## src/rtl/instr_fetch_if.sv

```systemverilog
// ---------------------------------------------------------------------------
// instr_fetch_if
//   Bundles the instruction-fetch signals: the instruction memory
//   req/gnt/rvalid bus, the controller redirect, and the decode-side
//   holding buffer.
//   master : the fetch unit (drives imem_req/addr, if_* outputs)
//   slave  : the environment (memory, controller and decode stage)
// Signals:
//   imem_req, imem_addr[31:0]          fetch -> memory request
//   imem_gnt, imem_rvalid, imem_rdata  memory -> fetch
//   redirect, redirect_target[31:0]    controller -> fetch
//   if_valid, if_instr, if_pc,
//   if_pc_plus4, opcode, funct3,
//   funct7b5                           fetch -> decode
//   if_ready                           decode -> fetch
// ---------------------------------------------------------------------------
interface instr_fetch_if;
  logic        imem_req;
  logic [31:0] imem_addr;
  logic        imem_gnt;
  logic        imem_rvalid;
  logic [31:0] imem_rdata;
  logic        redirect;
  logic [31:0] redirect_target;
  logic        if_valid;
  logic        if_ready;
  logic [31:0] if_instr;
  logic [31:0] if_pc;
  logic [31:0] if_pc_plus4;
  logic [6:0]  opcode;
  logic [2:0]  funct3;
  logic        funct7b5;

  modport master (
    output imem_req, imem_addr,
    input  imem_gnt, imem_rvalid, imem_rdata,
    input  redirect, redirect_target,
    output if_valid, if_instr, if_pc, if_pc_plus4, opcode, funct3, funct7b5,
    input  if_ready
  );

  modport slave (
    input  imem_req, imem_addr,
    output imem_gnt, imem_rvalid, imem_rdata,
    output redirect, redirect_target,
    input  if_valid, if_instr, if_pc, if_pc_plus4, opcode, funct3, funct7b5,
    output if_ready
  );
endinterface

```

## src/rtl/instr_fetch.sv

```systemverilog
// ---------------------------------------------------------------------------
// instr_fetch
//   RV32I instruction fetch front end. Owns the PC, issues one word read at
//   a time to instruction memory, holds one fetched instruction for decode
//   and steers the next fetch on a controller redirect.
// Ports:
//   clk    clock, all state on rising edge
//   rst_n  asynchronous active-low reset
//   bus    instr_fetch_if.master (memory bus, redirect, decode buffer)
// Parameters:
//   RESET_PC   first PC fetched after reset release
//   NOP_INSTR  if_instr value while no instruction is held
//
// state  | meaning
// -------+---------------------------------------------------------------
// IDLE   | no request; wait until the buffer is empty or draining
// REQ    | imem_req=1 with imem_addr=pc, held until gnt
// WAIT   | one request outstanding; kill set means drop its response
// ---------------------------------------------------------------------------
module instr_fetch #(
  parameter logic [31:0] RESET_PC  = 32'h0000_0000,
  parameter logic [31:0] NOP_INSTR = 32'h0000_0013
) (
  input logic          clk,
  input logic          rst_n,
  instr_fetch_if.master bus
);

  localparam logic [1:0] S_IDLE = 2'd0;
  localparam logic [1:0] S_REQ  = 2'd1;
  localparam logic [1:0] S_WAIT = 2'd2;

  logic [1:0]  r_state;
  logic [31:0] r_pc;
  logic        r_kill;
  logic        r_valid;
  logic [31:0] r_instr;
  logic [31:0] r_if_pc;

  logic        w_consume;
  logic        w_room;
  logic [31:0] w_target;

  assign w_consume = r_valid & bus.if_ready;
  // A new request may start only if the buffer will be free to take it.
  assign w_room    = ~r_valid | w_consume;
  assign w_target  = bus.redirect_target & ~32'h3;

  always_ff @(posedge clk or negedge rst_n) begin
    if (!rst_n) begin
      r_state <= S_IDLE;
      r_pc    <= {RESET_PC[31:2], 2'b00};
      r_kill  <= 1'b0;
      r_valid <= 1'b0;
      r_instr <= NOP_INSTR;
      r_if_pc <= RESET_PC;
    end else begin
      if (w_consume) begin
        r_valid <= 1'b0;
        r_instr <= NOP_INSTR;
      end
      if (bus.redirect) begin
        r_pc    <= w_target;
        r_valid <= 1'b0;
        r_instr <= NOP_INSTR;
        case (r_state)
          S_IDLE: begin
            r_state <= S_REQ;
            r_kill  <= 1'b0;
          end
          S_REQ: begin
            // A grant in the redirect cycle still yields a response, which
            // must be swallowed.
            if (bus.imem_gnt) begin
              r_state <= S_WAIT;
              r_kill  <= 1'b1;
            end else begin
              r_state <= S_REQ;
            end
          end
          S_WAIT: begin
            if (bus.imem_rvalid) begin
              r_state <= S_REQ;
              r_kill  <= 1'b0;
            end else begin
              r_kill  <= 1'b1;
            end
          end
          default: begin
            r_state <= S_IDLE;
            r_kill  <= 1'b0;
          end
        endcase
      end else begin
        case (r_state)
          S_IDLE: begin
            if (w_room) r_state <= S_REQ;
          end
          S_REQ: begin
            if (bus.imem_gnt) r_state <= S_WAIT;
          end
          S_WAIT: begin
            if (bus.imem_rvalid) begin
              if (r_kill) begin
                r_kill  <= 1'b0;
                r_state <= S_REQ;
              end else begin
                r_instr <= bus.imem_rdata;
                r_if_pc <= r_pc;
                r_valid <= 1'b1;
                r_pc    <= r_pc + 32'd4;
                r_state <= S_IDLE;
              end
            end
          end
          default: r_state <= S_IDLE;
        endcase
      end
    end
  end

  assign bus.imem_req    = (r_state == S_REQ);
  assign bus.imem_addr   = r_pc;
  assign bus.if_valid    = r_valid;
  assign bus.if_instr    = r_instr;
  assign bus.if_pc       = r_if_pc;
  assign bus.if_pc_plus4 = r_if_pc + 32'd4;
  assign bus.opcode      = r_instr[6:0];
  assign bus.funct3      = r_instr[14:12];
  assign bus.funct7b5    = r_instr[30];

endmodule

```

## src/flat_wrapper.sv

```systemverilog
// flat-port wrapper written by rule: the top's interface ports become plain ports
module instr_fetch_flat 
#(
  parameter logic [31:0] RESET_PC  = 32'h0000_0000,
  parameter logic [31:0] NOP_INSTR = 32'h0000_0013
)
  (clk, rst_n, bus_imem_req, bus_imem_addr, bus_imem_gnt, bus_imem_rvalid, bus_imem_rdata, bus_redirect, bus_redirect_target, bus_if_valid, bus_if_instr, bus_if_pc, bus_if_pc_plus4, bus_opcode, bus_funct3, bus_funct7b5, bus_if_ready);
  instr_fetch_if bus_i ();
  input logic clk;
  input logic rst_n;
  output wire logic [$bits(bus_i.imem_req)-1:0] bus_imem_req;
  output wire logic [$bits(bus_i.imem_addr)-1:0] bus_imem_addr;
  input wire logic [$bits(bus_i.imem_gnt)-1:0] bus_imem_gnt;
  input wire logic [$bits(bus_i.imem_rvalid)-1:0] bus_imem_rvalid;
  input wire logic [$bits(bus_i.imem_rdata)-1:0] bus_imem_rdata;
  input wire logic [$bits(bus_i.redirect)-1:0] bus_redirect;
  input wire logic [$bits(bus_i.redirect_target)-1:0] bus_redirect_target;
  output wire logic [$bits(bus_i.if_valid)-1:0] bus_if_valid;
  output wire logic [$bits(bus_i.if_instr)-1:0] bus_if_instr;
  output wire logic [$bits(bus_i.if_pc)-1:0] bus_if_pc;
  output wire logic [$bits(bus_i.if_pc_plus4)-1:0] bus_if_pc_plus4;
  output wire logic [$bits(bus_i.opcode)-1:0] bus_opcode;
  output wire logic [$bits(bus_i.funct3)-1:0] bus_funct3;
  output wire logic [$bits(bus_i.funct7b5)-1:0] bus_funct7b5;
  input wire logic [$bits(bus_i.if_ready)-1:0] bus_if_ready;
  assign bus_imem_req = bus_i.imem_req;
  assign bus_imem_addr = bus_i.imem_addr;
  assign bus_i.imem_gnt = bus_imem_gnt;
  assign bus_i.imem_rvalid = bus_imem_rvalid;
  assign bus_i.imem_rdata = bus_imem_rdata;
  assign bus_i.redirect = bus_redirect;
  assign bus_i.redirect_target = bus_redirect_target;
  assign bus_if_valid = bus_i.if_valid;
  assign bus_if_instr = bus_i.if_instr;
  assign bus_if_pc = bus_i.if_pc;
  assign bus_if_pc_plus4 = bus_i.if_pc_plus4;
  assign bus_opcode = bus_i.opcode;
  assign bus_funct3 = bus_i.funct3;
  assign bus_funct7b5 = bus_i.funct7b5;
  assign bus_i.if_ready = bus_if_ready;
  instr_fetch #(.RESET_PC(RESET_PC), .NOP_INSTR(NOP_INSTR)) u_core (.clk(clk), .rst_n(rst_n), .bus(bus_i));
endmodule
```

## config.mk

```make
export PLATFORM = sky130hd
export DESIGN_NAME = instr_fetch_flat
export DESIGN_NICKNAME = d
export VERILOG_FILES = /design/src/rtl/instr_fetch_if.sv /design/src/rtl/instr_fetch.sv /design/src/flat_wrapper.sv
export SDC_FILE = /design/constraint.sdc
export NUM_CORES = 1
export LEC_CHECK = 0
export ABC_AREA = 1
export CORE_MARGIN = 4
export CORE_UTILIZATION = 58
export DETAILED_ROUTE_END_ITERATION = 10
export DONT_BUFFER_PORTS = 1
export PLACE_DENSITY = 0.81
export SETUP_SLACK_MARGIN = 0.15
export SLEW_MARGIN = 20
export SYNTH_ARGS = -nofsm -noshare
export SYNTH_HDL_FRONTEND = slang
export SYNTH_SLANG_ARGS = --single-unit
```

## constraint.sdc

```tcl
create_clock -name clk -period 1.6 [get_ports clk]
set_input_delay 0.16 -clock clk [delete_from_list [all_inputs] [get_ports clk]]
set_output_delay 0.16 -clock clk [all_outputs]
set_load 0.02 [all_outputs]
```

==> results of run 1 <==
[per-stage QoR]
step / hold WS, ns / TNS, ns
after global placement: -0.133 / 0
after floorplan: -0.136 / 0
after detailed placement: -0.134 / -0.730
after CTS: -0.531 / -7.04
[synthesized netlist by cell type, drive strengths merged, types with 2 or more instances]
| master | n | area [um^2] |
|---|---|---|
| nor3 | 12 | 65.1 |
| nand2 | 249 | 955 |
| nand3b | 6 | 45.0 |
| a21oi | 17 | 85.1 |
| buf | 27 | 176 |
| nor2 | 111 | 484 |
| o21ai | 57 | 285 |
| a31oi | 2 | 12.5 |
| o211ai | 7 | 52.6 |
| ha | 6 | 75.1 |
| nand4 | 20 | 125 |
| o221ai | 2 | 17.5 |
| xnor2 | 4 | 35.0 |
| xor2 | 19 | 166 |
| clkbuf | 13 | 48.8 |
| nand3 | 51 | 295 |
| dfstp | 3 | 78.8 |
| inv | 71 | 267 |
| dfrtp | 93 | 2330 |
[kinds of logic after synthesis]
logic type / after synthesis / share of synthesized area, %
DFF: 96 / 42.6
adders and majority gates: 6 / 1.33
other: 1 / 0.0664
buffers and inverters: 111 / 8.71
and+or+nand+nor: 450 / 35.0
xor gates and xnor gates: 23 / 3.57
AOI/OAI and AO/OA: 90 / 8.73
[what timing repair did]
action,in CTS
gates cloned,11
endpoints found under the setup margin,124
pin swaps,58
endpoints found under the hold margin,150
setup buffers,32
hold buffers,67
resized for setup,189
==> impl_metrics.env, run 1 <==
export IMPL_avgSynthCellArea_um2=7.27
export IMPL_place_ws_ns=-0.0556
export IMPL_die_w_um=107
export IMPL_die_h_um=107
export IMPL_ys_flop_type="dfrtp_1"
export IMPL_async_flop_share_pct=100
export IMPL_endpoint_type="primary output"
export IMPL_status="stopped before the end"
export IMPL_place_congestion=0.998
export IMPL_worst_endpoint="bus_if_pc_plus4[19]"
export IMPL_h_tree_depth=3
export IMPL_stop_error="[ERROR DPL-0038] Utilization greater than 100%, impossible to legalize"
export IMPL_clock_path_buffers=2
export IMPL_syn_instance_count=777
export IMPL_root_buffer="clkbuf_8"
export IMPL_mappedNetlistArea_um2=5650
export IMPL_numCtsBuffers=9
export IMPL_io_pins=211
export IMPL_placed_area_um2=6550
export IMPL_port_buffers=0
export IMPL_haltStage="global routing (5_1_grt)"
export IMPL_num_rows=35
export IMPL_start_util_pct=60.3
export IMPL_synth_edf_count=0
export IMPL_ys_warnings_count=0
export IMPL_grt_max_degree=97
export IMPL_seq_area_frac_synth_pct=42.6
export IMPL_dp_hpwl_um=13100
export IMPL_cts_sinks=96
export IMPL_dp_cells=973
export IMPL_ys_ff_latch=96
export IMPL_synthDistinctLibCells=37
==> run 2: changes to the inputs <==
--- a/config.mk
+++ b/config.mk
@@ -7,11 +7,10 @@
 export LEC_CHECK = 0
 export ABC_AREA = 1
 export CORE_MARGIN = 4
-export CORE_UTILIZATION = 58
+export CORE_UTILIZATION = 40
 export DETAILED_ROUTE_END_ITERATION = 10
 export DONT_BUFFER_PORTS = 1
-export PLACE_DENSITY = 0.81
-export SETUP_SLACK_MARGIN = 0.15
+export PLACE_DENSITY_LB_ADDON = 0.15
 export SLEW_MARGIN = 20
 export SYNTH_ARGS = -nofsm -noshare
 export SYNTH_HDL_FRONTEND = slang
==> constraint.sdc (replaced) <==
create_clock -name clk -period 2.1 [get_ports clk]
set_input_delay 0.21 -clock clk [delete_from_list [all_inputs] [get_ports clk]]
set_output_delay 0.21 -clock clk [all_outputs]
set_load 0.02 [all_outputs]
==> run 2 against run 1 <==
The flow now finishes, with violations (hold timing). Synthesized area unchanged. Synthesized cell count is the same.
==> impl_metrics.env, run 2 <==
export IMPL_status="finished, violations left"
export IMPL_violations="hold timing"
export IMPL_drive_gt1_share_pct=15.1
export IMPL_ys_flop_type="dfrtp_1"
export IMPL_reg2reg_from="u_core.r_state[0]"
export IMPL_cp_data_arrival_time_ns=1.83
export IMPL_wirelength_um=17500
export IMPL_route_detailed_drc=0
export IMPL_final_common_cell="nand2_1"
export IMPL_fin_tns_setup_ns=0
export IMPL_holdWs_ns=-0.437
export IMPL_place_ws_ns=0.166
export IMPL_regToRegSetupSlack_ns=0.14
export IMPL_dp_hpwl_um=13100
export IMPL_min_period_ns=2.04
export IMPL_critPathKind="reg2out"
export IMPL_die_area_um2=16100
export IMPL_synth_most_common_cell="nand2_1"
export IMPL_power_mw=7.82
export IMPL_worstRegToRegCells=9
export IMPL_num_rows=43
export IMPL_clkPwrFrac_pct=21.6
export IMPL_drt_initial_drc_count=318
export IMPL_postLayoutCoreUtil_pct=49.8
export IMPL_first_global_vias=5363
export IMPL_syn_instance_count=777
export IMPL_grt_usage_pct=21.7
export IMPL_pwr_share_comb_pct=38.5
export IMPL_vdd_ir_drop_worst_uv=372
export IMPL_rr_endpoint="u_core.bus.imem_addr[22]"
export IMPL_fin_worst_skew_ns=0.00939
export IMPL_mappedNetlistArea_um2=5650
export IMPL_h_tree_depth=3
export IMPL_p_sw_share_pct=44.5
export IMPL_grt_pass1_wl_um=27800
export IMPL_antenna_found_initial=0
export IMPL_syn2layout_area_growth_pct=21.9
export IMPL_layout_common_cells="nand2_1, nor2_1, dfrtp_1, inv_1, buf_4"
export IMPL_setup_viol=0
export IMPL_internal_power_mw=4.34
export IMPL_hold_path_class="in2async"
export IMPL_avgViaCountPerCell=5.18
export IMPL_fmax_ghz=0.489
export IMPL_cts_sinks=96
export IMPL_synth_area_leaders="dfrtp_1, nand2_1, nor2_1"
export IMPL_dp_cells=977
export IMPL_worst_pin_slew_ns=0.515
export IMPL_start_util_pct=40.8
export IMPL_hold_viol=96
export IMPL_cp_start_kind="flop"
export IMPL_end_kind="output port"
export IMPL_yosysTopAreaCellShare_pct=41.2
export IMPL_max_slew_margin_pct=65.6
export IMPL_p_seq_share_pct=39.9
export IMPL_die_h_um=127
export IMPL_ys_ff_latch=96
export IMPL_postCtsHoldBufs=38
export IMPL_critPathMaxFanout=4
export IMPL_clk_latency_ns=0.34
export IMPL_p_per_area_nw_per_um2=1140
export IMPL_root_buffer="clkbuf_16"
export IMPL_seq_area_frac_synth_pct=42.6
export IMPL_crit_required_ns=1.89
export IMPL_clock_path_buffers=2
export IMPL_vias=5370
export IMPL_synthDistinctLibCells=37
export IMPL_ant_nets=0
export IMPL_cts_clk_slew_worst_paths_ns=0.07
export IMPL_wl_per_cell_um=16.9
export IMPL_placed_area_um2=6090
export IMPL_postLayoutSetupSlackWorst_ns=0.0563
export IMPL_gr_total_overflow=0
export IMPL_nNetsFinal=927
export IMPL_post_route_cell_area_um2=6890
export IMPL_io_pins=211
export IMPL_synth_edf_count=0
export IMPL_rsz0062_at_grt="true"
export IMPL_drtPass1Iterations=5
export IMPL_avgSynthCellArea_um2=7.27
export IMPL_p_leak_nw=3.16
export IMPL_die_w_um=127
export IMPL_cap_violations=0
export IMPL_fin_cells=1036
export IMPL_core_area_um2=13800
export IMPL_largest_register_ffs=32
export IMPL_fin_crit_sh_pct=97.3
export IMPL_switching_power_mw=3.48
export IMPL_maxSlewViolCount=0
export IMPL_num_antenna_cells=0
export IMPL_async_flop_share_pct=100
export IMPL_port_buffers=0
export IMPL_numCtsBuffers=9
export IMPL_yosys_area_top_type="dfrtp_1"
export IMPL_place_congestion=0.929
export IMPL_netlist_top_cells_count="nand2_1, nor2_1, dfrtp_1, inv_1, o21ai_0"
export IMPL_tritoncts="built"
export IMPL_fill_cells=1325
export IMPL_grt_max_degree=97
export IMPL_ys_warnings_count=0
==> run 2: cell counts after synthesis <==
Identical to the previous run, type by type.
==> run 2: cells by family (layout without fill, tap and decap cells) <==
logic type      count (synthesis)  in the layout  synth area share, %
compound gates                 90             90                 8.73
simple gates                  450            450                 35.0
flops                          96             96                 42.6
other cells                     1              6               0.0664
xor+xnor                       23             23                 3.57
buf+inv                       111            185                 8.71
fa+ha+maj                       6              6                 1.33
==> run 2: final cells by class <==
| type | instances | area [um^2] | area share (%) |
|---|---|---|---|
| Timing Repair Buffer | 98 | 843 | 12.2 |
| Clock inverter | 4 | 52.6 | 0.763 |
| Tap cell | 180 | 225 | 3.27 |
| Clock buffer | 12 | 256 | 3.73 |
| Sequential cell | 96 | 2410 | 35.1 |
| Inverter | 71 | 267 | 3.87 |
| Multi-Input combinational cell | 575 | 2830 | 41.1 |
==> run 2: how the worst max path moves through the flow <==
stage | from | endpoint | slack (ns) | depth (start not counted)
floorplan | u_core.bus.if_pc[3] | bus_if_pc_plus4[20] | 0.20 | 7
global placement | u_core.r_state[0] | u_core.bus.imem_addr[26] | 0.26 | 9
detailed placement | u_core.r_state[0] | u_core.bus.imem_addr[22] | 0.17 | 9
CTS | u_core.bus.if_pc[2] | bus_if_pc_plus4[20] | 0.004 | 8
global route | u_core.bus.if_pc[2] | bus_if_pc_plus4[22] | -0.05 | 9
finish | u_core.bus.if_pc[2] | bus_if_pc_plus4[20] | 0.06 | 8
==> run 2: power groups by stage <==
| stage | combinational (mW) | clock, mW | sequential [mW] |
|---|---|---|---|
| 6_report | 3.01 | 1.69 | 3.12 |
| 3_5_place_dp | 2.89 | 0 | 3.14 |
| 2_1_floorplan | 1.68 | 0 | 3.30 |
| 4_1_cts | 2.97 | 1.74 | 3.11 |
| 5_1_grt | 3.31 | 1.80 | 3.20 |
| 3_3_place_gp | 2.85 | 0 | 3.13 |
==> run 2: metal layers <==
metal / part of all wire (%) / global-route usage [%] / routed length, um
met3: 10 / 7.07 / 1800
met5: 0 / 0 / 0
met2: 45 / 33.9 / 7940
met4: 3.5 / 10.9 / 617
met1: 41 / 26.9 / 7190
==> run 2: worst max-delay path: stages (launching register included) <==
cell	delay, ns
dfrtp_1	0.36
ha_2	0.24
nand3_4	0.12
nor2_4	0.18
nand2_4	0.07
nor2_4	0.11
nand2_2	0.09
xor2_1	0.14
buf_4	0.16
==> run 2: timing repair <==
action / in CTS / in global routing
endpoints found under the setup margin: 9 / 12
gates resized for setup: 6 / 19
buffers inserted: 0 / 5
pin swaps: 0 / 5
hold endpoints to repair: 131 / 96
No activity file was read; power rests on OpenSTA's default activity.
